**src/rtl/alu_issue_pkg.sv**
```systemverilog
// Shared definitions for the ALU operand-issue stage.
// Holds the ALU opcode encoding, the instruction-word field layout and
// the issue FSM state type.
package alu_issue_pkg;

    typedef enum logic [3:0] {
        OP_SHL  = 4'd0,
        OP_SHR  = 4'd1,
        OP_ASHR = 4'd2,
        OP_MOD  = 4'd3,
        OP_DIV  = 4'd4,
        OP_MUL  = 4'd5,
        OP_SUB  = 4'd6,
        OP_ADD  = 4'd7,
        OP_AND  = 4'd8,
        OP_OR   = 4'd9,
        OP_XOR  = 4'd10,
        OP_NOT  = 4'd11
    } alu_op_e;

    // Instruction word: [3:0] op, [6:4] rd, [9:7] rs1, [12:10] rs2, [13] imm, [15:14] reserved
    localparam int unsigned OP_LSB  = 0;
    localparam int unsigned OP_W    = 4;
    localparam int unsigned RD_LSB  = 4;
    localparam int unsigned RS1_LSB = 7;
    localparam int unsigned RS2_LSB = 10;
    localparam int unsigned IMM_BIT = 13;

    typedef enum logic {
        S_OP,
        S_IMM
    } issue_state_e;

endpackage

```
**src/rtl/alu_operand_bypass.sv**
```systemverilog
// Operand select for one register-file read port: a writeback landing on
// the same register in the same cycle wins over the (stale) read data.
// Ports:
//   rd_addr  - register being read
//   rf_data  - asynchronous register-file read data for rd_addr
//   wb_valid - register-file write this cycle
//   wb_addr  - write address
//   wb_data  - write data
//   operand  - bypassed operand value
module alu_operand_bypass #(
    parameter int unsigned AW = 3,
    parameter int unsigned DW = 16
) (
    input  logic [AW-1:0] rd_addr,
    input  logic [DW-1:0] rf_data,
    input  logic          wb_valid,
    input  logic [AW-1:0] wb_addr,
    input  logic [DW-1:0] wb_data,
    output logic [DW-1:0] operand
);

    assign operand = (wb_valid && (wb_addr == rd_addr)) ? wb_data : rf_data;

endmodule

```
**src/rtl/alu_issue_stage.sv**
```systemverilog
// Operand-issue stage feeding the 16-bit ALU. Accepts instruction words
// (optionally followed by an immediate word), reads and bypasses register
// operands and presents a registered op to the ALU with a valid/ready
// handshake on both sides.
// Ports:
//   clk, rst              - clock, synchronous active-high reset
//   in_valid/in_ready     - input word handshake, in_word is the word
//   rf_addr_a/b           - register-file read addresses (rs1/rs2 of in_word)
//   rf_data_a/b           - asynchronous register-file read data
//   wb_valid/addr/data    - same-cycle register-file writeback for bypass
//   alu_instruction       - opcode in [3:0], upper bits zero
//   alu_input_1/2         - ALU operands
//   alu_enable            - op valid (out_valid)
//   alu_rd                - destination register of the issued op
//   out_ready             - downstream consumes the issued op
module alu_issue_stage
    import alu_issue_pkg::*;
#(
    parameter int unsigned REG_AW = 3,
    parameter int unsigned DATA_W = 16
) (
    input  logic              clk,
    input  logic              rst,
    input  logic              in_valid,
    output logic              in_ready,
    input  logic [DATA_W-1:0] in_word,
    output logic [REG_AW-1:0] rf_addr_a,
    output logic [REG_AW-1:0] rf_addr_b,
    input  logic [DATA_W-1:0] rf_data_a,
    input  logic [DATA_W-1:0] rf_data_b,
    input  logic              wb_valid,
    input  logic [REG_AW-1:0] wb_addr,
    input  logic [DATA_W-1:0] wb_data,
    output logic [DATA_W-1:0] alu_instruction,
    output logic [DATA_W-1:0] alu_input_1,
    output logic [DATA_W-1:0] alu_input_2,
    output logic              alu_enable,
    output logic [REG_AW-1:0] alu_rd,
    input  logic              out_ready
);

    issue_state_e      state;
    logic [OP_W-1:0]   hold_op;
    logic [REG_AW-1:0] hold_rd;
    logic [DATA_W-1:0] hold_in1;

    logic [DATA_W-1:0] byp_a;
    logic [DATA_W-1:0] byp_b;
    logic              accept;
    logic [OP_W-1:0]   word_op;
    logic [REG_AW-1:0] word_rd;

    assign rf_addr_a = in_word[RS1_LSB +: REG_AW];
    assign rf_addr_b = in_word[RS2_LSB +: REG_AW];
    assign word_op   = in_word[OP_LSB +: OP_W];
    assign word_rd   = in_word[RD_LSB +: REG_AW];

    // Output slot is free when empty or being drained this cycle.
    assign in_ready = !alu_enable || out_ready;
    assign accept   = in_valid && in_ready;

    alu_operand_bypass #(
        .AW (REG_AW),
        .DW (DATA_W)
    ) u_byp_a (
        .rd_addr  (rf_addr_a),
        .rf_data  (rf_data_a),
        .wb_valid (wb_valid),
        .wb_addr  (wb_addr),
        .wb_data  (wb_data),
        .operand  (byp_a)
    );

    alu_operand_bypass #(
        .AW (REG_AW),
        .DW (DATA_W)
    ) u_byp_b (
        .rd_addr  (rf_addr_b),
        .rf_data  (rf_data_b),
        .wb_valid (wb_valid),
        .wb_addr  (wb_addr),
        .wb_data  (wb_data),
        .operand  (byp_b)
    );

    always_ff @(posedge clk) begin
        if (rst) begin
            state           <= S_OP;
            hold_op         <= '0;
            hold_rd         <= '0;
            hold_in1        <= '0;
            alu_enable      <= 1'b0;
            alu_instruction <= '0;
            alu_input_1     <= '0;
            alu_input_2     <= '0;
            alu_rd          <= '0;
        end else begin
            // Consumed op drops valid; data outputs keep their last value.
            if (alu_enable && out_ready) begin
                alu_enable <= 1'b0;
            end
            if (accept) begin
                case (state)
                    S_OP: begin
                        if (in_word[IMM_BIT]) begin
                            // rs1 is captured now; later writebacks do not refresh it.
                            hold_op  <= word_op;
                            hold_rd  <= word_rd;
                            hold_in1 <= byp_a;
                            state    <= S_IMM;
                        end else begin
                            alu_instruction <= {{(DATA_W-OP_W){1'b0}}, word_op};
                            alu_rd          <= word_rd;
                            alu_input_1     <= byp_a;
                            alu_input_2     <= byp_b;
                            alu_enable      <= 1'b1;
                        end
                    end
                    S_IMM: begin
                        alu_instruction <= {{(DATA_W-OP_W){1'b0}}, hold_op};
                        alu_rd          <= hold_rd;
                        alu_input_1     <= hold_in1;
                        alu_input_2     <= in_word;
                        alu_enable      <= 1'b1;
                        state           <= S_OP;
                    end
                    default: state <= S_OP;
                endcase
            end
        end
    end

endmodule

```
**config.mk**
```make
export PLATFORM = sky130hd
export DESIGN_NAME = alu_issue_stage
export DESIGN_NICKNAME = d
export VERILOG_FILES = /design/src/rtl/alu_issue_pkg.sv /design/src/rtl/alu_operand_bypass.sv /design/src/rtl/alu_issue_stage.sv
export SDC_FILE = /design/constraint.sdc
export NUM_CORES = 1
export LEC_CHECK = 0
export BUFFER_PORTS_ARGS = -buffer_cell sky130_fd_sc_hd__buf_2
export CELL_PAD_IN_SITES_DETAIL_PLACEMENT = 1
export CELL_PAD_IN_SITES_GLOBAL_PLACEMENT = 1
export CORE_ASPECT_RATIO = 0.6
export CORE_UTILIZATION = 30
export CTS_BUF_LIST = sky130_fd_sc_hd__clkbuf_8
export CTS_CLUSTER_SIZE = 10
export DETAILED_ROUTE_END_ITERATION = 6
export GPL_ROUTABILITY_DRIVEN = 0
export PLACE_DENSITY = 0.74
export REMOVE_ABC_BUFFERS = 1
export SYNTH_ARGS = -nofsm -noshare
export SYNTH_HDL_FRONTEND = slang
export SYNTH_SLANG_ARGS = --single-unit
```
**constraint.sdc**
```tcl
create_clock -name clk -period 3.6 [get_ports clk]
set_clock_uncertainty 0.1 [all_clocks]
set_input_delay 0.36 -clock clk [delete_from_list [all_inputs] [get_ports clk]]
set_output_delay 0.36 -clock clk [all_outputs]
set_load 0.05 [all_outputs]
```
# Word level (Yosys, flattened, before mapping)
# Cells that the tools add are included.
# word_totals
reg_bits,76
output_inout_bits,59
# op_classes
eq_ne,3
n_mux,16
bitwise,1
reduce_logical,8
# ops
cell,count
$pmux 16 s2,3
$mux 16,5
$eq 3x3->1,2
$pmux 3 s2,1
$logic_and 1x1->1,4
$mux 1,4
$pmux 1 s2,2
$mux 3,1
$reduce_and 3->1,1
$ne 2x2->1 const B,1
$reduce_and 2->1,1
$logic_not 1->1,1
$logic_or 1x1->1,1
$not 1->1,1

# Longest topological paths before layout
# Gate-level depths: netlist of run 1.
# logic_depth
depth_word,5
ltp_mapped,7
depth_no_buf,4

# Hierarchy
# From an unflattened synthesis of run 1, not the netlist that was laid out.
# hier_totals
hier_cells,357
area_unflattened_um2,3729.8
# modules_own_cells
mod,n_inst,cells_each,area_per_inst_um2
alu_issue_stage,1,315,3176.8
alu_operand_bypass,2,21,276.5

# Worst setup path before layout of run 1
# OpenSTA, ideal clock, no wires.
# synth_timing
kind,register to register
from,reg alu_enable
to,reg hold_op[0]
arrival_time_ps,1757
path_slack_ps,1616
path_stages_with_launch,7
path_buffers,2
path_cell_list,dfxtp_1 -> nand2b_2 -> and4b_1 -> buf_2 -> buf_2 -> mux2i_1 -> nor2_1
# synth_between
elab_chain_len,4
# synth_rtl
item,line,source
"start, declared",alu_issue_stage.sv:37,"output logic alu_enable,"
"start signal, assigned",alu_issue_stage.sv:92,alu_enable <= 1'b0;
"start signal, assigned",alu_issue_stage.sv:100,alu_enable <= 1'b0;
"start signal, assigned",alu_issue_stage.sv:116,alu_enable <= 1'b1;
$logic_not 1->1,alu_issue_stage.sv:59,assign in_ready = !alu_enable || out_ready;
$logic_or 1x1->1,alu_issue_stage.sv:59,
via in_ready,alu_issue_stage.sv:25,"output logic in_ready,"
$logic_and 1x1->1,alu_issue_stage.sv:60,assign accept = in_valid && in_ready;
$reduce_and 3->1 (no source line),-,
"end signal, assigned",alu_issue_stage.sv:107,hold_op <= word_op;
"end, declared",alu_issue_stage.sv:43,logic [OP_W-1:0] hold_op;
# The timed path passes the listed nets, and every way through them passes these cells.
# A chain may end at the register's enable or synchronous reset.

# Final worst setup path of run 1
# layout_timing
from,reg state
to,reg alu_rd[1]
# layout_between
elab_chain_len,3
# layout_rtl
item,line,source
"start, declared",alu_issue_stage.sv:42,issue_state_e state;
"start signal, assigned",alu_issue_stage.sv:88,state <= S_OP;
"start signal, assigned",alu_issue_stage.sv:110,state <= S_IMM;
"start signal, assigned",alu_issue_stage.sv:125,state <= S_OP;
$not 1->1 (no source line),-,
$ne 2x2->1 (no source line),-,
$reduce_and 2->1 (no source line),-,
"end signal, assigned",alu_issue_stage.sv:113,alu_rd <= word_rd;
"end signal, assigned",alu_issue_stage.sv:121,alu_rd <= hold_rd;
"end, declared",alu_issue_stage.sv:38,"output logic [REG_AW-1:0] alu_rd,"
# Parallel ways exist; a longest one is shown, timed or not.

==> metrics.yaml, run 1 <==
route:
  via_count: 2959
  drc_errors: 0
  drtIter0Drc: 171
  drt_pre_antenna_iters: 4
  ant_nets: 0
  avgViaCountPerCell: 5.07
  wl_per_cell_um: 17.6
  routed_wl_um: 10300
place:
  port_buffers: 118
  place_hpwl_um: 7550
die:
  core-area_um2: 10700
  start_util_pct: 31.1
  ioPinCount: 131
  fp-row-count: 29
  dieHeight_um: 83.5
  die_x_um: 138
  die-area_um2: 11500
final_layout:
  n_antenna_cell: 0
  drive_gt1_share_pct: 35.1
  nets: 513
  fillers: 1259
  area_growth_pct: 22.4
synth:
  ys_ff_latch: 64
  synth.distinct_cells: 27
  synth_warnings: 0
  synth-edff-count: 0
  yosysTopAreaCell: "dfxtp_1"
  synth_cells: 346
  synthesis.area_um2: 3320
  syn_avg_cell_area_um2: 9.60
  ys_seq_area_share_pct: 38.6
  synth.most_common_cell: "dfxtp_1"
  synthTopCellsByCount: "64 x dfxtp_1, 62 x nor2_1, 46 x mux2i_1"
  netlist_top_cells_area: "dfxtp_1 39%, mux2i_1 14%, nor2_1 7.0%"
  ys_async_sr_fraction_pct: 0
  synth.top_cell.area_share_pct: 38.6
  synthFlopType: "dfxtp_1"
clock_tree:
  hold_buffers: 0
  cts_resized: 0
  clkTransAtPathRegs_ns: 0.07
  cts_max_path_buffers: 2
  cts_made_buffers: 9
  cts_tree: "done"
  insertion_delay_ns: 0.34
  postCtsSetupBuffers: 0
  root_buffer: "clkbuf_8"
  htree_levels: 3
  clkSinkCount: 64
timing:
  finalSetupViolCount: 0
  timing.fmax_mhz: 438
  hold_slack_ns: 0.192
  slew_violations: 0
  timing.final.crit_period_ns: 2.28
  rsz0062_at_grt: "no"
  finalCritPeriodShare_pct: 63.4
  hold_viol: 0
  slew_headroom_pct: 32.1
  worst_slew_pin_slew_ns: 1.02
power_and_ir_drop:
  pwr_density_cell_nw_per_um2: 463
  cellLeakagePower_nw: 1.76
  total_power_mw: 1.88
  vdd_drop_max_mv: 0.166
run:
  cap_violations: 0
grt:
  grt_overflow: 0
  antenna_found_initial: 0
  grt_pass1_vias: 3014
  grt_pass1_wl_um: 15900
  grt_max_degree: 52
  grt_usage_pct: 18.2
critical_path:
  crit_arrival_ns: 2.44
  path_class: "reg2reg"
  crit_fanout: 28
  crit_path_end_kind: "flop"
  crit_required_ns: 3.75
  cp-start-kind: "flop"
worst_hold_path:
  hold_path.class: "in2reg"
status:
  status: "finished, final reports clean"
flip-flops by register name, indices dropped and copies added, names as in the netlist:
name,cells
alu_rd,3
alu_input_2,16
hold_op,4
alu_input_1,16
hold_in1,16
hold_rd,3
alu_enable,1
alu_instruction,4
state,1
metrics by stage:
step | setup TNS (ns) | instance area (um2) | util, % | instances | worst slack, ns
floorplan | -0.938 | 3060 | - | 307 | -0.0626
global placement | 0 | 3860 | 36.2 | 569 | 1.42
detailed placement | 0 | 3860 | 36.2 | 569 | 1.31
CTS | 0 | 4070 | 38.1 | 584 | 1.30
global route | 0 | 4070 | 38.1 | 584 | 1.13
finish | 0 | 4070 | 38.1 | 584 | 1.32
worst paths after layout:
kind,from,endpoint,slack (ns),cells past startpoint
setup / recovery,state,alu_rd[1],1.32,5
hold / removal,in_word[4],hold_rd[0],0.19,3
setup reg to reg,state,alu_rd[1],1.32,5
hold reg to reg,alu_input_2[9],alu_input_2[9],0.39,1
kinds of logic after synthesis:
family	synth area share [%]
mux	13.9
compound gates	16.5
flops	38.6
other cells	0.113
xor+xnor	1.58
buf+inv	9.27
simple gates	20.1
placed cells by master, fill, tap and decap left out:
master | synthesis | final
a211oi_1 | 23 | 23
a21oi_1 | 2 | 2
a32o_1 | 15 | 15
and3_2 | 0 | 1
and4_1 | 1 | 1
and4b_2 | 0 | 1
buf_2 | 9 | 118
buf_4 | 21 | 5
bufinv_16 | 0 | 1
clkbuf_8 | 0 | 12
clkinv_2 | 0 | 2
conb_1 | 1 | 12
dfxtp_1 | 64 | 63
dfxtp_2 | 0 | 1
mux2i_1 | 46 | 46
nand2_1 | 2 | 2
nand2b_1 | 31 | 31
nand2b_2 | 2 | 2
nand3_2 | 1 | 1
nand4_4 | 1 | 1
nand4b_1 | 16 | 16
nor2_1 | 62 | 62
nor2_2 | 1 | 1
o21ai_0 | 1 | 1
o221ai_1 | 7 | 7
o221ai_2 | 10 | 10
or3_1 | 2 | 2
xnor2_1 | 6 | 6
layout make-up:
cell class / count / area, um2 / share of cell area [%]
Sequential cell: 64 / 1280 / 31.5
Multi-Input combinational cell: 243 / 1780 / 43.7
Clock buffer: 12 / 165 / 4.06
Clock inverter: 3 / 40.0 / 0.985
Timing Repair Buffer: 123 / 628 / 15.4
Tap cell: 139 / 174 / 4.28
layer usage:
| layer | part of all wire, % | GRT usage [%] | vias to the layer above | wire, um |
|---|---|---|---|---|
| met5 | 0 | 0 | - | 0 |
| met4 | 0.85 | 5.83 | 0 | 87 |
| met3 | 9.3 | 5.77 | 10 | 949 |
| met2 | 41 | 26.3 | 115 | 4250 |
| met1 | 48 | 25.5 | 1417 | 4970 |
| li1 | - | - | 1417 | - |
report_power, final:
part           internal (mW)  switching [mW]
Sequential             0.759          0.0337
Clock                  0.370           0.266
Combinational          0.138           0.317
Total                   1.27           0.616
critical path, cell delays in order (launching register included):
cell and delay [ns]:
dfxtp_2 0.64, nand2b_2 0.23, and3_2 0.49, buf_4 0.41, nor2_1 0.09, a211oi_1 0.22
(Power assumes the default switching activity.)
==> inputs of run 2 (changes only) <==
--- a/config.mk
+++ b/config.mk
@@ -14,7 +14,7 @@
 export CTS_CLUSTER_SIZE = 10
 export DETAILED_ROUTE_END_ITERATION = 6
 export GPL_ROUTABILITY_DRIVEN = 0
-export PLACE_DENSITY = 0.74
+export PLACE_DENSITY = 0.77
 export REMOVE_ABC_BUFFERS = 1
 export SYNTH_ARGS = -nofsm -noshare
 export SYNTH_HDL_FRONTEND = slang
==> constraint.sdc (replaced) <==
create_clock -name clk -period 2.1 [get_ports clk]
set_clock_uncertainty 0.1 [all_clocks]
set_input_delay 0.21 -clock clk [delete_from_list [all_inputs] [get_ports clk]]
set_output_delay 0.21 -clock clk [all_outputs]
set_load 0.05 [all_outputs]
==> metrics.yaml, run 2 (synthesis gave the netlist of run 1 again) <==
route:
  via_count: 2980
  met3WireLength_um: 863
  drc_errors: 0
  wl_per_cell_um: 17.5
  route.met2.wl_um: 4670
  drt_pre_antenna_iters: 4
  wl_met1_um: 4680
  ant_nets: 0
  avgViaCountPerCell: 5.03
  dr.max_layer_used: "met5"
  drtIter0Drc: 141
  routed_wl_um: 10400
final_layout:
  n_antenna_cell: 0
  final_common_cell: "buf_2"
  drive_gt1_share_pct: 35.5
  mostFrequentLayoutCells: "118 x buf_2, 63 x dfxtp_1, 62 x nor2_1"
  final_util_pct: 39.0
  area_growth_pct: 25.4
  post-route-cell-area_um2: 4170
  nets: 520
  layout.cells.non_filler: 592
  multi_input_area_um2: 1780
  largest_registers: "alu_input_1 (16), alu_input_2 (16), hold_in1 (16)"
  seqCellArea_um2: 1280
  fillers: 1274
critical_path:
  path_depth: 5
  worstRegToRegCells: 5
  r2r_end: "alu_input_2[5]"
  cp-start-kind: "flop"
  crit_chain: "nand2b_2 > nand3_2 > nor2_1 > buf_4 > a32o_1"
  slowest_delay_ns: 0.55
  regToRegStartpoint: "state"
  cp_num_buf_inv: 1
  cp-startpoint: "state"
  crit_arrival_ns: 1.95
  critical_path.top_delay_family: "simple AND/OR/NAND/NOR gates"
  crit_path_end_kind: "flop"
  crit_fanout: 8
  critPathCapture: "alu_input_2[5]"
  r2r_slack_ns: 0.33
  slowest_stage: "nor2_1"
  crit_required_ns: 2.28
  path_class: "reg2reg"
die:
  die-area_um2: 11500
  dieHeight_um: 83.5
  start_util_pct: 31.1
  ioPinCount: 131
  core-area_um2: 10700
  die_x_um: 138
  fp-row-count: 29
clock_tree:
  insertion_delay_ns: 0.34
  hold_buffers: 0
  postCtsSetupBuffers: 0
  htree_levels: 3
  clkSinkCount: 64
  cts_resized: 0
  cts_made_buffers: 9
  root_buffer: "clkbuf_8"
  clkTransAtPathRegs_ns: 0.06
  cts_tree: "done"
  cts_max_path_buffers: 2
run:
  cap_violations: 0
timing:
  worst_slew_pin_slew_ns: 0.705
  timing.final.crit_period_ns: 1.77
  timing.fmax_mhz: 566
  hold_viol: 0
  finalCritPeriodShare_pct: 84.1
  finalSetupViolCount: 0
  slew_headroom_pct: 52.8
  tns_ns: 0
  slew_violations: 0
  rsz0062_at_grt: "no"
  hold_slack_ns: 0.0363
  setup_ws_ns: 0.335
power_and_ir_drop:
  pwr_density_cell_nw_per_um2: 797
  total_power_mw: 3.32
  cellLeakagePower_nw: 1.82
  vdd_drop_max_mv: 0.303
place:
  preCtsSetupSlack_ns: 0.226
  placed_area_um2: 3950
  place_hpwl_um: 7530
  dp.cells: 576
  port_buffers: 118
grt:
  grt_usage_pct: 18.6
  grt_pass1_wl_um: 16100
  grt_pass1_vias: 3071
  grt_max_degree: 60
  antenna_found_initial: 1
  grt_overflow: 0
status:
  status: "finished, final reports clean"
worst_hold_path:
  hold_path.class: "in2reg"
[run 2: cell count changes in the layout (fill, tap and decap cells not counted)]
cell and change:
buf_12 +3, inv_1 +3, buf_4 +4, bufinv_16 +1, clkinv_2 -1, clkbuf_8 -2
[run 2: how the worst min path moves through the flow]
stage          cells after the start             from  slack [ns]              end
3_5_place_dp                       1  alu_input_2[11]        0.35  alu_input_2[11]
3_3_place_gp                       1   alu_input_2[7]        0.35   alu_input_2[7]
4_1_cts                            3       in_word[2]        0.02       hold_op[2]
2_1_floorplan                      1              rst        0.18       alu_enable
6_report                           3       in_word[5]        0.04       hold_rd[1]
5_1_grt                            3       in_word[2]        0.04       hold_op[2]
[run 2: where the power goes]
group / leakage [nW] / internal (mW) / total (mW) / switching [mW]
Sequential: 0.525 / 1.30 / 1.35 / 0.0463
Combinational: 1.17 / 0.254 / 0.804 / 0.550
Clock: 0.120 / 0.687 / 1.17 / 0.481
[run 2: layout make-up]
type                            count  share of cell area [%]
Multi-Input combinational cell    243                    42.7
Clock inverter                      6                    1.83
Sequential cell                    64                    30.8
Tap cell                          139                    4.18
Timing Repair Buffer              130                    17.2
Clock buffer                       10                    3.30
[run 2: tightest hold or removal path, stage by stage]
cell     delay [ns]
buf_2          0.09
mux2i_1        0.06
nor2_1         0.07
[run 2: layer usage]
metal | GRT usage, % | vias to the layer above
met5 | 0 | -
met4 | 5.53 | 2
met3 | 7.47 | 14
met2 | 29.0 | 107
met1 | 23.3 | 1432
li1 | - | 1425
